## src/rtl/text_stream_reader_if.sv

```systemverilog
// Handshake/bus bundle between text_stream_reader, the text memory and the
// braille converter. The master side is the reader.
interface text_stream_reader_if;
    logic [7:0] mem_addr;
    logic [7:0] mem_dout;
    logic [7:0] char_data;
    logic       char_valid;
    logic       char_ready;
    logic       char_last;

    modport master (
        output mem_addr,
        output char_data,
        output char_valid,
        output char_last,
        input  mem_dout,
        input  char_ready
    );

    modport slave (
        input  mem_addr,
        input  char_data,
        input  char_valid,
        input  char_last,
        output mem_dout,
        output char_ready
    );
endinterface

```

## src/rtl/text_stream_reader.sv

```systemverilog
// text_stream_reader: scans a terminated ASCII string in text memory to find
// its length, then re-reads it and streams one character per valid/ready
// handshake to the braille converter.
// Optional feature macro: CASE_FOLD_EN (fold 'a'..'z' to upper case on output).
module text_stream_reader #(
    parameter logic [7:0]  BASE_ADDR = 8'h00,
    parameter int unsigned MAX_LEN   = 256,
    parameter logic [7:0]  TERM_CHAR = 8'h00
) (
    input  logic                        clk,
    input  logic                        rst,
    input  logic                        start,
    text_stream_reader_if.master        bus,
    output logic [8:0]                  length,
    output logic                        busy,
    output logic                        done
);

    localparam logic [8:0] MAX_IDX = 9'(MAX_LEN);

    typedef enum logic [1:0] {
        IDLE,
        SCAN,
        STREAM,
        FIN
    } state_t;

    state_t     state_q;
    logic [8:0] idx_q;
    logic [8:0] length_q;
    logic [7:0] char_data_q;
    logic       char_valid_q;
    logic       char_last_q;
    logic       busy_q;
    logic       done_q;
    logic [7:0] char_d;

    // Character presented to the output register (optionally case-folded).
    always_comb begin
        char_d = bus.mem_dout;
`ifdef CASE_FOLD_EN
        if (bus.mem_dout >= 8'h61 && bus.mem_dout <= 8'h7A)
            char_d = bus.mem_dout - 8'h20;
`else
        char_d = bus.mem_dout;
`endif
    end

    // Memory address follows idx while scanning/streaming, parks on the base otherwise.
    always_comb begin
        bus.mem_addr = BASE_ADDR;
        if (state_q == SCAN || state_q == STREAM)
            bus.mem_addr = BASE_ADDR + idx_q[7:0];
    end

    // Sequencer FSM with registered outputs.
    always_ff @(posedge clk or posedge rst) begin
        if (rst) begin
            state_q      <= IDLE;
            idx_q        <= '0;
            length_q     <= '0;
            char_data_q  <= '0;
            char_valid_q <= 1'b0;
            char_last_q  <= 1'b0;
            busy_q       <= 1'b0;
            done_q       <= 1'b0;
        end else begin
            done_q <= 1'b0;
            case (state_q)
                IDLE: begin
                    if (start) begin
                        idx_q    <= '0;
                        length_q <= '0;
                        busy_q   <= 1'b1;
                        state_q  <= SCAN;
                    end
                end
                SCAN: begin
                    if (bus.mem_dout == TERM_CHAR || idx_q == MAX_IDX) begin
                        length_q <= idx_q;
                        idx_q    <= '0;
                        if (idx_q != '0) begin
                            state_q <= STREAM;
                        end else begin
                            busy_q  <= 1'b0;
                            done_q  <= 1'b1;
                            state_q <= FIN;
                        end
                    end else begin
                        idx_q <= idx_q + 9'd1;
                    end
                end
                STREAM: begin
                    if (char_valid_q && bus.char_ready && char_last_q) begin
                        char_valid_q <= 1'b0;
                        char_last_q  <= 1'b0;
                        busy_q       <= 1'b0;
                        done_q       <= 1'b1;
                        state_q      <= FIN;
                    end else if ((!char_valid_q || bus.char_ready) && idx_q < length_q) begin
                        char_data_q  <= char_d;
                        char_valid_q <= 1'b1;
                        char_last_q  <= (idx_q == length_q - 9'd1);
                        idx_q        <= idx_q + 9'd1;
                    end else if (bus.char_ready) begin
                        char_valid_q <= 1'b0;
                    end
                end
                FIN: begin
                    state_q <= IDLE;
                end
                default: state_q <= IDLE;
            endcase
        end
    end

    assign bus.char_data  = char_data_q;
    assign bus.char_valid = char_valid_q;
    assign bus.char_last  = char_last_q;
    assign length         = length_q;
    assign busy           = busy_q;
    assign done           = done_q;

endmodule
```

## src/flat_wrapper.sv

```systemverilog
// flat-port wrapper written by rule: the top's interface ports become plain ports
module text_stream_reader_flat 
#(
    parameter logic [7:0]  BASE_ADDR = 8'h00,
    parameter int unsigned MAX_LEN   = 256,
    parameter logic [7:0]  TERM_CHAR = 8'h00
)
  (clk, rst, start, length, busy, done, bus_mem_addr, bus_char_data, bus_char_valid, bus_char_last, bus_mem_dout, bus_char_ready);
  text_stream_reader_if bus_i ();
  input  logic clk;
  input  logic rst;
  input  logic start;
  output logic [8:0] length;
  output logic busy;
  output logic done;
  output wire logic [$bits(bus_i.mem_addr)-1:0] bus_mem_addr;
  output wire logic [$bits(bus_i.char_data)-1:0] bus_char_data;
  output wire logic [$bits(bus_i.char_valid)-1:0] bus_char_valid;
  output wire logic [$bits(bus_i.char_last)-1:0] bus_char_last;
  input wire logic [$bits(bus_i.mem_dout)-1:0] bus_mem_dout;
  input wire logic [$bits(bus_i.char_ready)-1:0] bus_char_ready;
  assign bus_mem_addr = bus_i.mem_addr;
  assign bus_char_data = bus_i.char_data;
  assign bus_char_valid = bus_i.char_valid;
  assign bus_char_last = bus_i.char_last;
  assign bus_i.mem_dout = bus_mem_dout;
  assign bus_i.char_ready = bus_char_ready;
  text_stream_reader #(.BASE_ADDR(BASE_ADDR), .MAX_LEN(MAX_LEN), .TERM_CHAR(TERM_CHAR)) u_core (.clk(clk), .rst(rst), .start(start), .bus(bus_i), .length(length), .busy(busy), .done(done));
endmodule
```

## config.mk

```make
export PLATFORM = sky130hd
export DESIGN_NAME = text_stream_reader_flat
export DESIGN_NICKNAME = d
export VERILOG_FILES = /design/src/rtl/text_stream_reader_if.sv /design/src/rtl/text_stream_reader.sv /design/src/flat_wrapper.sv
export SDC_FILE = /design/constraint.sdc
export NUM_CORES = 1
export LEC_CHECK = 0
export BUFFER_PORTS_ARGS = -buffer_cell sky130_fd_sc_hd__buf_2
export CAP_MARGIN = 40
export CORE_MARGIN = 4
export CORE_UTILIZATION = 45
export CTS_BUF_LIST = sky130_fd_sc_hd__clkbuf_8
export DETAILED_ROUTE_END_ITERATION = 10
export PLACE_DENSITY = 0.78
export SETUP_SLACK_MARGIN = 0.15
export SYNTH_ARGS = -nofsm -noshare
export SYNTH_HDL_FRONTEND = slang
export SYNTH_SLANG_ARGS = --single-unit
```

## constraint.sdc

```tcl
create_clock -name clk -period 5.15 [get_ports clk]
set_input_delay 0.515 -clock clk [delete_from_list [all_inputs] [get_ports clk]]
set_output_delay 0.515 -clock clk [all_outputs]
set_load 0.005 [all_outputs]
```

==> metrics.txt, run 1 <==
Worst Setup End Kind register; hold crit path type in2async; worst path cell trace ha_1 -> a21oi_1 -> o2111a_1 -> nor2b_1 -> nand3_2 -> o41ai_2; worst vdd ir between 0.15 and 0.2 mV; flops & latches, synth 32; top cell type's share of synthesized area 0.369; Critical Path Source Type register; Fillers 398; initial DRC count between 100 and 150; Final Skew about 6.4 ps; die width ~77 um; Min Clock Period, post-route about 2400 ps; layout cells sized above 1 0.269; Most used DFF post-synth dfrtp_1; Reg power frac 0.427; Syn Nets between 200 and 300; Compound-Gate Fraction of Synth Area 0.149; post-CTS resize count 0; maximum clock rate around 0.42 GHz; PwrDens 314 nW/um2; Largest stage delay, worst path just under 600 ps; final slew viol count 0; simple-gate share of the synthesized area 0.206; CTS Buffer Depth 2; final worst path period share 0.467; Fin Hold WS about 300 ps; Die ar. ~6000 um2; combinational power share 0.227; setup bufs post-CTS 0; pin count of the biggest net entering global routing 33; Switch Pwr roughly 0.00024 W; H-tree Lvls 2; Initial DRT Pass Iterations 5; Die Y-Extent approximately 77 um; post-route cell area roughly 2500 um2; number of global-route vias before repair 1,809; synth warn 0; core area 4500 um2; wire per inst approximately 16 um; Synth area leader dfrtp_1; root buffer cell clkbuf_8; Place WS 2760 ps; Setup WS post-layout 2740 ps; Cell Rows 24; Sw Share 0.309; IO Count 41; HPWL after DPL 3.56 mm; Post-synth ARST share 1.00; grt total ovfl 0; remaining antenna violation count 0; DR DRC count 0; Post-Synth Adder-Cell Area 0.0981; initial core utilization 0.481; largest family of logic cells by synthesized area simple AND/OR/NAND/NOR gates; Post-synth EDFFs 0; # nets final about 290; Cell Area, Synth between 2000 and 2500 um2; Netlist cell types 54; run status finished, final reports clean; synthesized instance count 222; DR vias/cell 5.75; slowest library cell on the worst path dfrtp_1; Req. time, crit path 5350 ps; Mapped Avg Cell Area between 9 and 10 um2; unrepaired setup endpoints after global routing no; Least-Margin Pin Slew between 500 and 600 ps; worst skew pair latency around 290 ps; final setup fails 0; max-cap viol count 0; cts hold-fix bufs 0; sequential share of the synthesized area 0.369; initial antenna violation count 0; global-route wire length before repair 8.47 mm; area growth from synthesis to layout 15.6%; Post-DP Area 2380 um2; Worst Setup Path Type reg2reg; routed vias 1,794; largest cells by area after synthesis dfrtp_1 (37%), ha_1 (9.8%), mux2_2 (4.7%); placed instance count slightly above 300; slew margin rel. 0.649; routability cong. roughly 0.86; CP Max Fanout 11; Sink Count 32; Clock Pin Slew Worst Setup and Hold Paths roughly 70 ps; Synth Area in XOR/XNOR 0.0404; Clock Power Share 0.345; Total GRT Usage 0.173; CTS Buf Count 5; drt total wl between 4 and 5 mm; endpoints failing hold 0; post-synthesis mux area share 0.0744; critical path arrival 2610 ps; Leak between 1 and 1.5 nW; TNS Setup 0 ps; CTS tree built; cell-internal power roughly 0.00054 W; final non-filler cell total about 310; I/O Buffers 40; ant diodes 0
-- power groups by stage --
stage          combinational [W]  clock (W)  sequential, W
6_report                0.000179   0.000272       0.000336
4_1_cts                 0.000182   0.000277       0.000337
3_3_place_gp            0.000175          0       0.000339
3_5_place_dp            0.000181          0       0.000341
5_1_grt                 0.000204   0.000286       0.000344
2_1_floorplan           0.000171          0       0.000299
-- cell usage in the layout, fill, tap and decap left out, types with 7 or more instances in the layout --
cell,count
ha_1,17
buf_2,40
xnor2_1,7
nor2_1,10
o21ai_0,7
mux2_2,9
inv_1,20
a22o_1,8
dfrtp_1,32
and2_1,9
nand2_1,18
clkbuf_8,7
-- cell families (layout without fill, tap and decap cells) --
logic type / Yosys count / after routing
AOI/OAI and AO/OA: 41 / 41
xor gates and xnor gates: 10 / 10
adders and majority gates: 17 / 17
buffers and inverters: 31 / 69
DFF: 32 / 32
muxes: 15 / 15
and+or+nand+nor: 76 / 76
-- cell type report --
type,count,area [um2],share of cell area
multi-input combinational,159,1230,0.492
sequential,32,801,0.319
timing repair buffer,41,208,0.0828
clock buffer,7,96.3,0.0384
inverter,20,75.1,0.0299
tap,52,65.1,0.0259
clock inverter,1,30.0,0.0120
-- critical path: cells and delay by family, from the launching register on --
| family | cells | cell delay [ps] |
|---|---|---|
| flip-flops | 1 | 580 |
| adder cells (fa/ha/maj) | 1 | 330 |
| AND/OR/NAND/NOR | 2 | 630 |
| AO/OA/AOI/OAI | 3 | 770 |
-- final timing paths --
kind,from,to,slack [ps],cells after the start
setup / recovery,u_core.idx_q[6],u_core.bus.char_last,2740,6
hold / removal,rst,u_core.bus.char_valid,300,3
setup reg to reg,u_core.idx_q[6],u_core.bus.char_last,2740,6
hold reg to reg,u_core.bus.char_data[1],u_core.bus.char_data[1],510,1
max in group asynchronous,rst,u_core.length[5],4550,3
min in group clk,bus_mem_dout[0],u_core.bus.char_data[0],470,2
-- metal layers --
metal | global-route usage | vias to the layer above | share of wire
met4 | 0.0658 | 0 | 0.017
met2 | 0.278 | 56 | 0.47
met1 | 0.224 | 861 | 0.44
met3 | 0.0440 | 10 | 0.067
met5 | 0 | - | 0
li1 | - | 867 | -
-- cell usage after synthesis (2+ instances only) --
library cell,count
nor3_1,5
a21oi_1,4
mux2i_1,6
xnor2_1,7
nand2b_1,2
and3_1,3
nor3b_1,2
and2_1,9
nor4_1,2
clkbuf_1,3
mux2_2,9
a221oi_1,2
a22o_1,8
a21o_1,3
nor2b_1,2
o2bb2ai_1,2
nor2_1,10
dfrtp_1,32
a211o_1,3
ha_1,17
nand4_1,4
o21ai_0,7
inv_1,20
xor2_1,3
nand2_1,18
buf_2,6
nand3_1,6
-- flip-flops by register name, indices dropped and copies added (netlist names) --
signal                 count
u_core.bus.char_data       8
u_core.bus.char_last       1
u_core.bus.char_valid      1
u_core.busy                1
u_core.done                1
u_core.idx_q               9
u_core.length              9
u_core.state_q             2
-- per-stage QoR --
| step | power (W) | utilization |
|---|---|---|
| floorplan | 0.000470 | - |
| global placement | 0.000514 | 0.529 |
| detailed placement | 0.000523 | 0.529 |
| CTS | 0.000796 | 0.557 |
| global route | 0.000834 | 0.557 |
| finish | 0.000787 | 0.557 |
Power figures use the tool's default switching activity.
==> inputs of run 2 (changes only) <==
- clock period: 5.15 -> 2.3 ns (I/O delays scaled with it)
==> metrics.txt, run 2 (synthesized netlist as in run 1, its figures left out) <==
Cell Rows 24 (unchanged); die width 77.4 um (unchanged); max-cap viol count 0 (unchanged); Critical Path Source Type register; endpoints failing hold 0 (unchanged); PwrDens 695 nW/um2 (+120%); Min Clock Period, post-route 2090 ps (-315 ps); commonest non-fill, non-tap cell in the layout buf_2; gr busiest metal met2; CTS Buffer Depth 2 (unchanged); Clock Power Share 0.295 (-0.050); drt total wl 5.51 mm (+12%); Reg power frac 0.360 (-0.067); multi-input logic area 1320 um2 (+7.2%); met1 Use GR 0.240 (+0.0152); CTS Buf Count 5 (unchanged); slew margin rel. 0.725 (+0.0757); unrepaired setup endpoints after global routing yes; Fillers 379 (-4.8%); final worst path period share 0.909 (+0.442); Die ar. 5990 um2 (unchanged); Switch Pwr 0.000666 W (+170%); placed instance count 323 (+6.3%); Req. time, crit path 2490 ps (-2860 ps); # nets final 313 (+8.7%); Reg area 803 um2 (+0.31%); remaining antenna violation count 0 (unchanged); layout cells sized above 1 0.375 (+0.106); Place WS 52.7 ps (-2710 ps); Worst Setup End Kind register; Register-to-Register Path Depth 9 (+3); routability cong. 0.859 (about the same); DR DRC count 0 (unchanged); core area 4500 um2 (unchanged); Sink Count 32 (unchanged); Initial DRT Pass Iterations 4 (-1); ant diodes 0 (unchanged); combinational power share 0.345 (+0.118); global-route wire length before repair 8.98 mm (+6.0%); Clock Pin Slew Worst Setup and Hold Paths 80 ps (about the same); initial antenna violation count 0 (unchanged); wire per inst 16.3 um (+3.3%); Least-Margin Pin Slew 413 ps (-110 ps); worst vdd ir 0.467 mV (+180%); initial DRC count 121 (-0.82%); worst path cell trace inv_1 -> ha_1 -> nor2b_1 -> o21ai_2 -> a221oi_4 -> o22a_4 -> buf_4 -> nor3_1 -> a211o_1; area growth from synthesis to layout 28.0%; Largest stage delay, worst path 400 ps (-180 ps); run status finished, final reports clean; Fin Hold WS 2.21 ps (-296 ps); TNS Setup 0 ps (unchanged); final non-filler cell total 337 (+8.0%); initial core utilization 0.481 (unchanged); slowest library cell on the worst path a221oi_4; number of global-route vias before repair 1,896 (+4.8%); H-tree Lvls 2 (unchanged); Setup WS post-layout 209 ps (-2540 ps); Tot Pwr 0.00193 W (+140%); DR vias/cell 5.73 (-0.40%); worst skew pair latency 290 ps (about the same); Total GRT Usage 0.183 (+0.0105); reg-to-reg startpoint u_core.length[1]; routed vias 1,930 (+7.6%); GR met3 Demand/Resource 0.0428 (-0.00116); Final Skew 8.66 ps (+2.26 ps); critical path arrival 2280 ps (-330 ps); CP Max Fanout 11 (unchanged); IO Count 41 (unchanged); final slew viol count 0 (unchanged); I/O Buffers 40 (unchanged); crit path launch u_core.length[1]; final setup fails 0 (unchanged); HPWL after DPL 3.86 mm (+8.6%); Die Y-Extent 77.4 um (unchanged); M2 GR Usage 0.309 (+0.0311); CTS tree built; root buffer cell clkbuf_8; Sw Share 0.345 (+0.0368); pin count of the biggest net entering global routing 33 (unchanged); maximum clock rate 0.478 GHz (+15%); grt total ovfl 0 (unchanged); Worst Setup Path Type reg2reg; hold crit path type in2async; commonest non-fill, non-tap cells in the layout buf_2 (40), dfrtp_1 (30), buf_4 (26); cell-internal power 0.00126 W (+130%); Leak 1.40 nW (+11%)
## run 2: what timing repair did
| item | CTS | global route |
|---|---|---|
| buffers inserted | 2 | 4 |
| hold endpoints to repair | 0 | 0 |
| resized for setup | 3 | 17 |
| hold buffers | 0 | 0 |
| endpoints found under the setup margin | 12 | 26 |
| pin swaps | 1 | 4 |
## run 2: path summary, 6_finish.rpt
check,to,slack (ps)
max,u_core.idx_q[6],210
max in group asynchronous,u_core.length[3],1970
max reg2reg,u_core.idx_q[6],210
min reg2reg,u_core.bus.char_data[1],510
min,u_core.bus.char_data[5],2
min in group clk,u_core.bus.char_data[0],180
## run 2: critical path, delay by kind of cell, from the launching register on
family	cells	cell delay, ps
and+or+nand+nor	2	190
AOI/OAI and AO/OA	4	980
DFF	1	350
buffers and inverters	2	200
adders and majority gates	1	270
## run 2: metal layers
layer	vias to the layer above	share of wire	wire [um]
met3	4	0.067	371
met4	0	0.0065	36
met5	-	0	0
met1	940	0.44	2440
li1	913	-	-
met2	73	0.48	2660
## run 2: final cells by class
| class | instances | area share |
|---|---|---|
| tap | 52 | 0.0234 |
| clock inverter | 3 | 0.0167 |
| multi-input combinational | 159 | 0.476 |
| clock buffer | 5 | 0.0248 |
| inverter | 20 | 0.0271 |
| timing repair buffer | 66 | 0.142 |
| sequential | 32 | 0.289 |
## run 2: power by group through the flow
stage	sequential, W	combinational (W)	clock (W)
5_1_grt	0.000703	0.000735	0.000612
3_5_place_dp	0.000697	0.000549	0
2_1_floorplan	0.000669	0.000384	0
4_1_cts	0.000687	0.000574	0.000577
3_3_place_gp	0.000692	0.000528	0
6_report	0.000694	0.000665	0.000568
## run 2: through the flow
step / area (um2) / util
2_1_floorplan: 2170 / -
3_3_place_gp: 2520 / 0.560
3_5_place_dp: 2520 / 0.560
4_1_cts: 2670 / 0.593
5_1_grt: 2780 / 0.616
6_report: 2780 / 0.616
